==> src/rtl/fetch_pkg.sv <==
// Shared types and constants for the instruction fetch front end.
// Imported by the fetch top level and its buffer.
package fetch_pkg;

    localparam logic [31:0] NOP_INSTR        = 32'h0000_0013;
    localparam logic [31:0] DEFAULT_RESET_PC = 32'h0000_0000;

    typedef enum logic {
        ST_FETCH = 1'b0,
        ST_DROP  = 1'b1
    } fetch_state_t;

    typedef struct packed {
        logic [31:0] pc;
        logic [31:0] instr;
    } fetch_entry_t;

endpackage

==> src/rtl/fetch_fifo.sv <==
// Small circular buffer of {pc, instr} entries between memory and decode.
// Flush wins over push and pop; push into a full buffer needs a same-cycle pop.
module fetch_fifo
    import fetch_pkg::*;
#(
    parameter int DEPTH = 2,
    parameter int CNT_W = $clog2(DEPTH) + 1
) (
    input  logic             clk,
    input  logic             rst,
    input  logic             push,
    input  fetch_entry_t     push_data,
    input  logic             pop,
    input  logic             flush,
    output fetch_entry_t     head,
    output logic [CNT_W-1:0] count,
    output logic             empty,
    output logic             full
);

    localparam int PTR_W = $clog2(DEPTH);

    fetch_entry_t     mem [DEPTH];
    logic [PTR_W-1:0] rd_ptr;
    logic [PTR_W-1:0] wr_ptr;
    logic             do_pop;
    logic             do_push;

    assign empty   = (count == '0);
    assign full    = (count == CNT_W'(DEPTH));
    assign do_pop  = pop && !empty && !flush;
    assign do_push = push && (!full || do_pop) && !flush;
    assign head    = mem[rd_ptr];

    // Pointer and occupancy bookkeeping; pointers wrap since DEPTH is 2^n.
    always_ff @(posedge clk or posedge rst) begin
        if (rst) begin
            rd_ptr <= '0;
            wr_ptr <= '0;
            count  <= '0;
        end else if (flush) begin
            rd_ptr <= '0;
            wr_ptr <= '0;
            count  <= '0;
        end else begin
            if (do_push) wr_ptr <= wr_ptr + PTR_W'(1);
            if (do_pop)  rd_ptr <= rd_ptr + PTR_W'(1);
            count <= count + CNT_W'(do_push) - CNT_W'(do_pop);
        end
    end

    // Entry storage; contents are never observed while empty.
    always_ff @(posedge clk) begin
        if (do_push) mem[wr_ptr] <= push_data;
    end

endmodule

==> src/rtl/instr_fetch.sv <==
// RV32I fetch front end: owns the PC, issues one word read at a time,
// buffers returned words and handles redirects from execute.
module instr_fetch
    import fetch_pkg::*;
#(
    parameter logic [31:0] RESET_PC  = DEFAULT_RESET_PC,
    parameter int          BUF_DEPTH = 2
) (
    input  logic        clk,
    input  logic        rst,
    output logic        imem_req,
    output logic [31:0] imem_addr,
    input  logic        imem_ack,
    input  logic [31:0] imem_rdata,
    input  logic        redirect_valid,
    input  logic [31:0] redirect_pc,
    output logic        instr_valid,
    output logic [31:0] instr,
    output logic [31:0] instr_pc,
    input  logic        instr_ready
);

    localparam int CNT_W = $clog2(BUF_DEPTH) + 1;

    fetch_state_t     state;
    logic [31:0]      pc;
    logic             req_q;
    logic [31:0]      addr_q;
    logic [31:0]      target;
    logic             accepted;
    logic             push;
    logic             pop;
    logic             room_after;
    logic [CNT_W-1:0] count;
    logic [CNT_W-1:0] count_after;
    logic             empty;
    logic             full;
    fetch_entry_t     head;
    fetch_entry_t     wr_entry;

    assign target      = redirect_pc & ~32'd3;
    assign accepted    = req_q && imem_ack;
    assign push        = accepted && (state == ST_FETCH) && !redirect_valid;
    assign pop         = instr_valid && instr_ready && !redirect_valid;
    assign count_after = count + CNT_W'(push) - CNT_W'(pop);
    assign room_after  = (count_after < CNT_W'(BUF_DEPTH));
    assign wr_entry    = '{pc: pc, instr: imem_rdata};

    fetch_fifo #(
        .DEPTH (BUF_DEPTH),
        .CNT_W (CNT_W)
    ) u_fifo (
        .clk       (clk),
        .rst       (rst),
        .push      (push),
        .push_data (wr_entry),
        .pop       (pop),
        .flush     (redirect_valid),
        .head      (head),
        .count     (count),
        .empty     (empty),
        .full      (full)
    );

    // Fetch control: PC, request and held address, drop-after-redirect state.
    always_ff @(posedge clk or posedge rst) begin
        if (rst) begin
            state  <= ST_FETCH;
            pc     <= RESET_PC;
            req_q  <= 1'b0;
            addr_q <= RESET_PC;
        end else if (redirect_valid) begin
            pc <= target;
            if (req_q && !imem_ack) begin
                // Old access stays on the bus until acked, then is thrown away.
                state <= ST_DROP;
            end else begin
                state  <= ST_FETCH;
                req_q  <= 1'b1;
                addr_q <= target;
            end
        end else begin
            unique case (state)
                ST_FETCH: begin
                    if (accepted) begin
                        pc     <= pc + 32'd4;
                        addr_q <= pc + 32'd4;
                        req_q  <= room_after;
                    end else if (!req_q) begin
                        req_q  <= !full || pop;
                        addr_q <= pc;
                    end
                end
                ST_DROP: begin
                    if (imem_ack) begin
                        state  <= ST_FETCH;
                        req_q  <= 1'b0;
                        addr_q <= pc;
                    end
                end
                default: state <= ST_FETCH;
            endcase
        end
    end

    assign imem_req    = req_q;
    assign imem_addr   = addr_q;
    assign instr_valid = !empty;
    assign instr       = empty ? NOP_INSTR : head.instr;
    assign instr_pc    = empty ? 32'd0 : head.pc;

endmodule

==> config.mk <==
export PLATFORM = sky130hd
export DESIGN_NAME = instr_fetch
export DESIGN_NICKNAME = d
export VERILOG_FILES = /design/src/rtl/fetch_pkg.sv /design/src/rtl/fetch_fifo.sv /design/src/rtl/instr_fetch.sv
export SDC_FILE = /design/constraint.sdc
export NUM_CORES = 1
export LEC_CHECK = 0
export BUFFER_PORTS_ARGS = -buffer_cell sky130_fd_sc_hd__buf_2
export CAP_MARGIN = 20
export CORE_ASPECT_RATIO = 0.7
export CORE_UTILIZATION = 40
export CTS_BUF_LIST = sky130_fd_sc_hd__clkbuf_4 sky130_fd_sc_hd__clkbuf_8 sky130_fd_sc_hd__clkbuf_16
export CTS_CLUSTER_SIZE = 10
export DETAILED_ROUTE_END_ITERATION = 6
export SLEW_MARGIN = 10
export SYNTH_ARGS = -nofsm -noshare
export SYNTH_HDL_FRONTEND = slang
export SYNTH_SLANG_ARGS = --single-unit
==> constraint.sdc <==
create_clock -name clk -period 4.7 [get_ports clk]
set_input_delay 0 -clock clk [delete_from_list [all_inputs] [get_ports clk]]
set_output_delay 0 -clock clk [all_outputs]
set_load 0.01 [all_outputs]
# After elaboration in Yosys (flattened, before gate mapping)
# Memories as Yosys holds them, arrays and structs flattened.
# Index checks and enable logic that the tools add are counted.
# classes
n_addsub,7
n_lt_le_gt_ge,1
n_eq_ne,5
muxes,28
n_bitwise,1
n_reduce_logical,23
# ops
op,n
32-bit 2-to-1 mux,10
32-bit one-hot mux with 2 select lines,1
32-bit by 3-bit adder with 32-bit output (second input constant),1
1-bit 2-to-1 mux,15
1-bit logical AND,10
2-bit nonzero test,3
2-bit by 1-bit adder with 2-bit output,2
1-bit zero test,4
2-bit != test (second input constant),2
4-bit != test (second input constant),1
2-bit AND reduction,2
2-bit by 1-bit subtractor with 2-bit output,2
3-bit != test (second input constant),1
3-bit AND reduction,1
1-bit adder (second input constant),2
2-bit equality test (second input constant),1
2-bit zero test,1
1-bit logical OR,2
2-bit less-than comparator (second input constant),1
2-bit 2-to-1 mux,1
1-bit one-hot mux with 2 select lines,1
1-bit NOT,1
# word_totals
reg_bits,70
mem_bits_rw,128
output_inout_bits,98
wordCells,73
n_memories,1
# memory_table
memory,words,word_bits,read_ports,rd_ports_with_merged_regs,wr,line,text
u_fifo.mem,2,64,1,0,1,fetch_fifo.sv:23,fetch_entry_t mem [DEPTH];

# Depth between registers and ports, before layout
# depth
word_depth,12
ltp_mapped,10
depth_no_buf,9

# Hierarchy
# Synthesis repeated with hierarchy kept, for this count alone.
# hier_totals
cells_unflattened,676
hier_area_um2,8728.4
# by_module_without_submodules
mod,n_inst,cells_each,area_each_um2,seq_area_each_um2
fetch_fifo,1,224,4842.1,3943.8
instr_fetch,1,452,3886.2,1576.5

# Least setup slack after synthesis
# Ideal clock, no wire load.
# synth_path
path_type,reg-to-reg
start,"reg req_q, in the netlist imem_req"
end,"mem u_fifo.mem[0][0] (netlist name), enable pin"
t_arrival_ns,3.830
required_time_ns,4.210
setup_slack_ns,0.380
path_stages_with_launch,5
n_path_buf,1
synth_period_minus_slack_ns,4.320
cell_sequence,dfrtp_1 buf_2 nand4bb_1 a31oi_1 nor2b_1
# synth_via
elab_chain_cells,7
# synth_lines
item,line,text
start: declaration,instr_fetch.sv:27,logic req_q;
start signal: assignment,instr_fetch.sv:88,req_q <= room_after;
start signal: assignment,instr_fetch.sv:90,req_q <= !full || pop;
1-bit logical AND,instr_fetch.sv:42,assign accepted = req_q && imem_ack;
1-bit logical AND (2 in a row),instr_fetch.sv:43,assign push = accepted && (state == ST_FETCH) && !redirect_valid;
1-bit logical AND (2 in a row),fetch_fifo.sv:32,assign do_push = push && (!full || do_pop) && !flush;
1-bit 2-to-1 mux,fetch_fifo.sv:54,if (do_push) mem[wr_ptr] <= push_data;
1-bit 2-to-1 mux (implied by the code),fetch_fifo.sv:54,
end: declaration,fetch_fifo.sv:23,
# No other way between the ends.

# Final worst setup path
# layout_path
start,"reg req_q, in the netlist imem_req"
end,"mem u_fifo.mem[0][62] (netlist name), enable pin"
# The elaborated chain is that of the path after synthesis.

==> results.py <==
metrics = {
    "status": {
        "outcome": "finished clean",
    },
    "global_route": {
        "grt_usage_pct": 19.2,
        "antenna_found_initial": 0,
        "gr-total-overflow": 0,
        "grt_max_degree": 64,
        "grt_pass1_vias": 5637,
        "grt_pass1_wl_um": 29800,
    },
    "die": {
        "die_h_um": 121,
        "row_count": 43,
        "start_util_pct": 41.0,
        "coreArea_um2": 19900,
        "die_area_um2": 20900,
        "io_pins": 167,
        "fp.dieW_um": 172,
    },
    "clock_tree": {
        "cts_setup_buffers": 0,
        "clkTransAtPathRegs_ns": 0.07,
        "cts_sinks": 191,
        "cts_tree": "yes",
        "cts_root_buf": "clkbuf_16",
        "cts_resized": 0,
        "cts_max_level": 4,
        "cts_inserted_buffers": 17,
        "clock_path_buffers": 2,
        "insertion_delay_ns": 0.43,
        "postCtsHoldBufs": 67,
    },
    "power": {
        "power_density_nw_per_um2": 429,
        "peakVddDrop_mv": 0.246,
        "power_uw": 4520,
        "leakage_uw": 0.00415,
    },
    "placement": {
        "placedCellCount": 1038,
        "portBuffers": 162,
        "hpwlAfterDp_um": 12600,
        "gp_congestion": 0.776,
        "pre_cts_slack_ns": 1.99,
    },
    "detailed_routing": {
        "drt-total-wl_um": 19400,
        "first_iter_violations": 426,
        "drtAntennaViolNets": 0,
        "drcViolationCount": 0,
        "dr.pass1.iters": 5,
        "routed_via_density": 5.03,
        "vias": 5728,
        "wl_per_cell_um": 17.1,
    },
    "timing": {
        "layout_min_cycle_time_ns": 2.69,
        "drv_slew": 0,
        "tns_ns": 0,
        "max_slew_margin_pct": 48.4,
        "max_freq_mhz": 371,
        "hold_viol_final": 0,
        "min_period_over_period_pct": 57.3,
        "worst_pin_slew_ns": 0.772,
        "setup_viol": 0,
        "fin_ws_ns": 2.01,
        "skew_ns": 0.0108,
        "grt_setup_unrepaired": "no",
    },
    "final_layout": {
        "layout_commonest_cell": "buf_2",
        "fill_cells": 1680,
        "stdcell_count": 1138,
        "drive_gt1_share_pct": 25.8,
        "multi_input_area_um2": 2570,
        "nets": 928,
        "antenna_cells_inserted": 0,
        "layout_common_cells": "buf_2 (162), edfxtp_1 (124), nor2_1 (106), dlygate4sd3_1 (67), dfrtp_1 (66)",
        "register_area_um2": 5400,
        "area_delta_synth_final_pct": 29.7,
    },
    "logic_synthesis": {
        "ys.flop_type": "edfxtp_1",
        "synth_area_per_cell_um2": 12.9,
        "ys_ff_latch": 191,
        "yosys_warnings": 0,
        "synth_edf_count": 124,
        "syn_inst": 631,
        "netlist_area_um2": 8130,
        "synth_sequential_area_ratio_pct": 66.4,
        "async_flop_share_pct": 35.1,
        "synth.distinct_cells": 48,
    },
    "critical_path": {
        "regToRegStartpoint": "imem_req",
        "cp.required_ns": 4.79,
        "r2r_slack_ns": 2.01,
        "cp.arrival_ns": 2.78,
        "reg2reg_depth": 4,
        "regToRegEndpoint": "u_fifo.mem[0][62]",
        "crit_path_start_kind": "flop",
        "critPathCaptureType": "flop",
        "timing.setup.critical_path_class": "flop to flop",
        "crit_fanout": 25,
    },
    "min_path": {
        "hold_class": "primary input to async pin",
    },
    "run": {
        "cap_viol_max_count": 0,
    },
}
==> how the worst max path moves through the flow <==
stage	cells past startpoint	startpoint	slack [ns]	endpoint
final	4	imem_req	2.01	u_fifo.mem[0][62]
after global routing	4	imem_req	1.73	u_fifo.mem[0][0]
after CTS	4	imem_req	1.96	u_fifo.mem[0][62]
after detailed placement	4	imem_req	1.99	u_fifo.mem[0][54]
after global placement	4	imem_req	2.01	u_fifo.mem[0][54]
after floorplan	4	imem_req	0.38	u_fifo.mem[0][0]
==> area by class of cell <==
class	count	share of cell area (%)
multi-input combinational	399	24.4
sequential	191	51.3
clock inverter	14	1.79
clock buffer	18	4.11
tap	270	3.20
timing repair buffer	240	15.0
inverter	6	0.214
==> synth_stat cells (all sizes together) (2+ instances only) <==
cell / number / area, um^2
nand3: 18 / 103
o211ai: 2 / 15.0
nor2: 108 / 405
a21oi: 27 / 135
a221o: 4 / 40.0
nand2b: 2 / 12.5
buf: 16 / 85.1
clkbuf: 20 / 75.1
and3: 7 / 43.8
and2: 3 / 18.8
ha: 4 / 50.1
inv: 6 / 22.5
xnor2: 18 / 158
mux2i: 63 / 631
nor4: 5 / 61.3
nand4: 11 / 68.8
and4: 3 / 26.3
a31oi: 3 / 18.8
nor3: 8 / 45.0
mux2: 8 / 90.1
dfrtp: 67 / 1680
nor2b: 4 / 25.0
o22ai: 9 / 56.3
nand2: 40 / 150
o21ai: 15 / 75.1
o31ai: 3 / 22.5
xor2: 19 / 166
edfxtp: 124 / 3720
and3b: 2 / 17.5
==> metal layers <==
layer,global-route usage (%),share of wire [%],vias up
li1,-,-,2713
met1,26.7,47,2787
met2,30.1,45,207
met3,3.82,6.2,21
met4,6.36,1.3,0
met5,0,0,-
==> power breakdown <==
part           internal, uW  switching, uW
clock network           897            615
registers              1960            122
logic                   385            537
==> worst max-delay path, stage by stage, from the launching register on <==
cell       delay [ns]
dfrtp_1          0.54
nand4bb_1        0.34
a31oi_1          0.32
nor2b_4          0.70
buf_4            0.45
==> state kept, by name, summed over array words and instances, names as in the netlist <==
register and flops:
imem_addr 31, imem_req 1, pc 30, state 1, u_fifo.count 2, u_fifo.mem 124
u_fifo.rd_ptr 1, u_fifo.wr_ptr 1
==> cells by family after synthesis <==
family / count (synthesis) / synth area share, %
AND/OR/NAND/NOR: 215 / 12.6
flip-flops: 191 / 66.4
multiplexers: 71 / 8.86
AO/OA/AOI/OAI: 70 / 5.20
buffers and inverters: 42 / 2.25
XOR/XNOR: 37 / 3.99
adder cells (fa/ha/maj): 4 / 0.616
other: 1 / 0.0461
==> metrics by stage <==
stage               util (%)  area, um^2  hold WS [ns]
floorplan                  -        8130        0.0989
global placement        46.5        9220        0.0613
detailed placement      46.5        9220        0.0791
CTS                     53.0       10500         0.162
global route            53.1       10500         0.202
finish                  53.1       10500         0.157
Power figures use the tool's default switching activity.
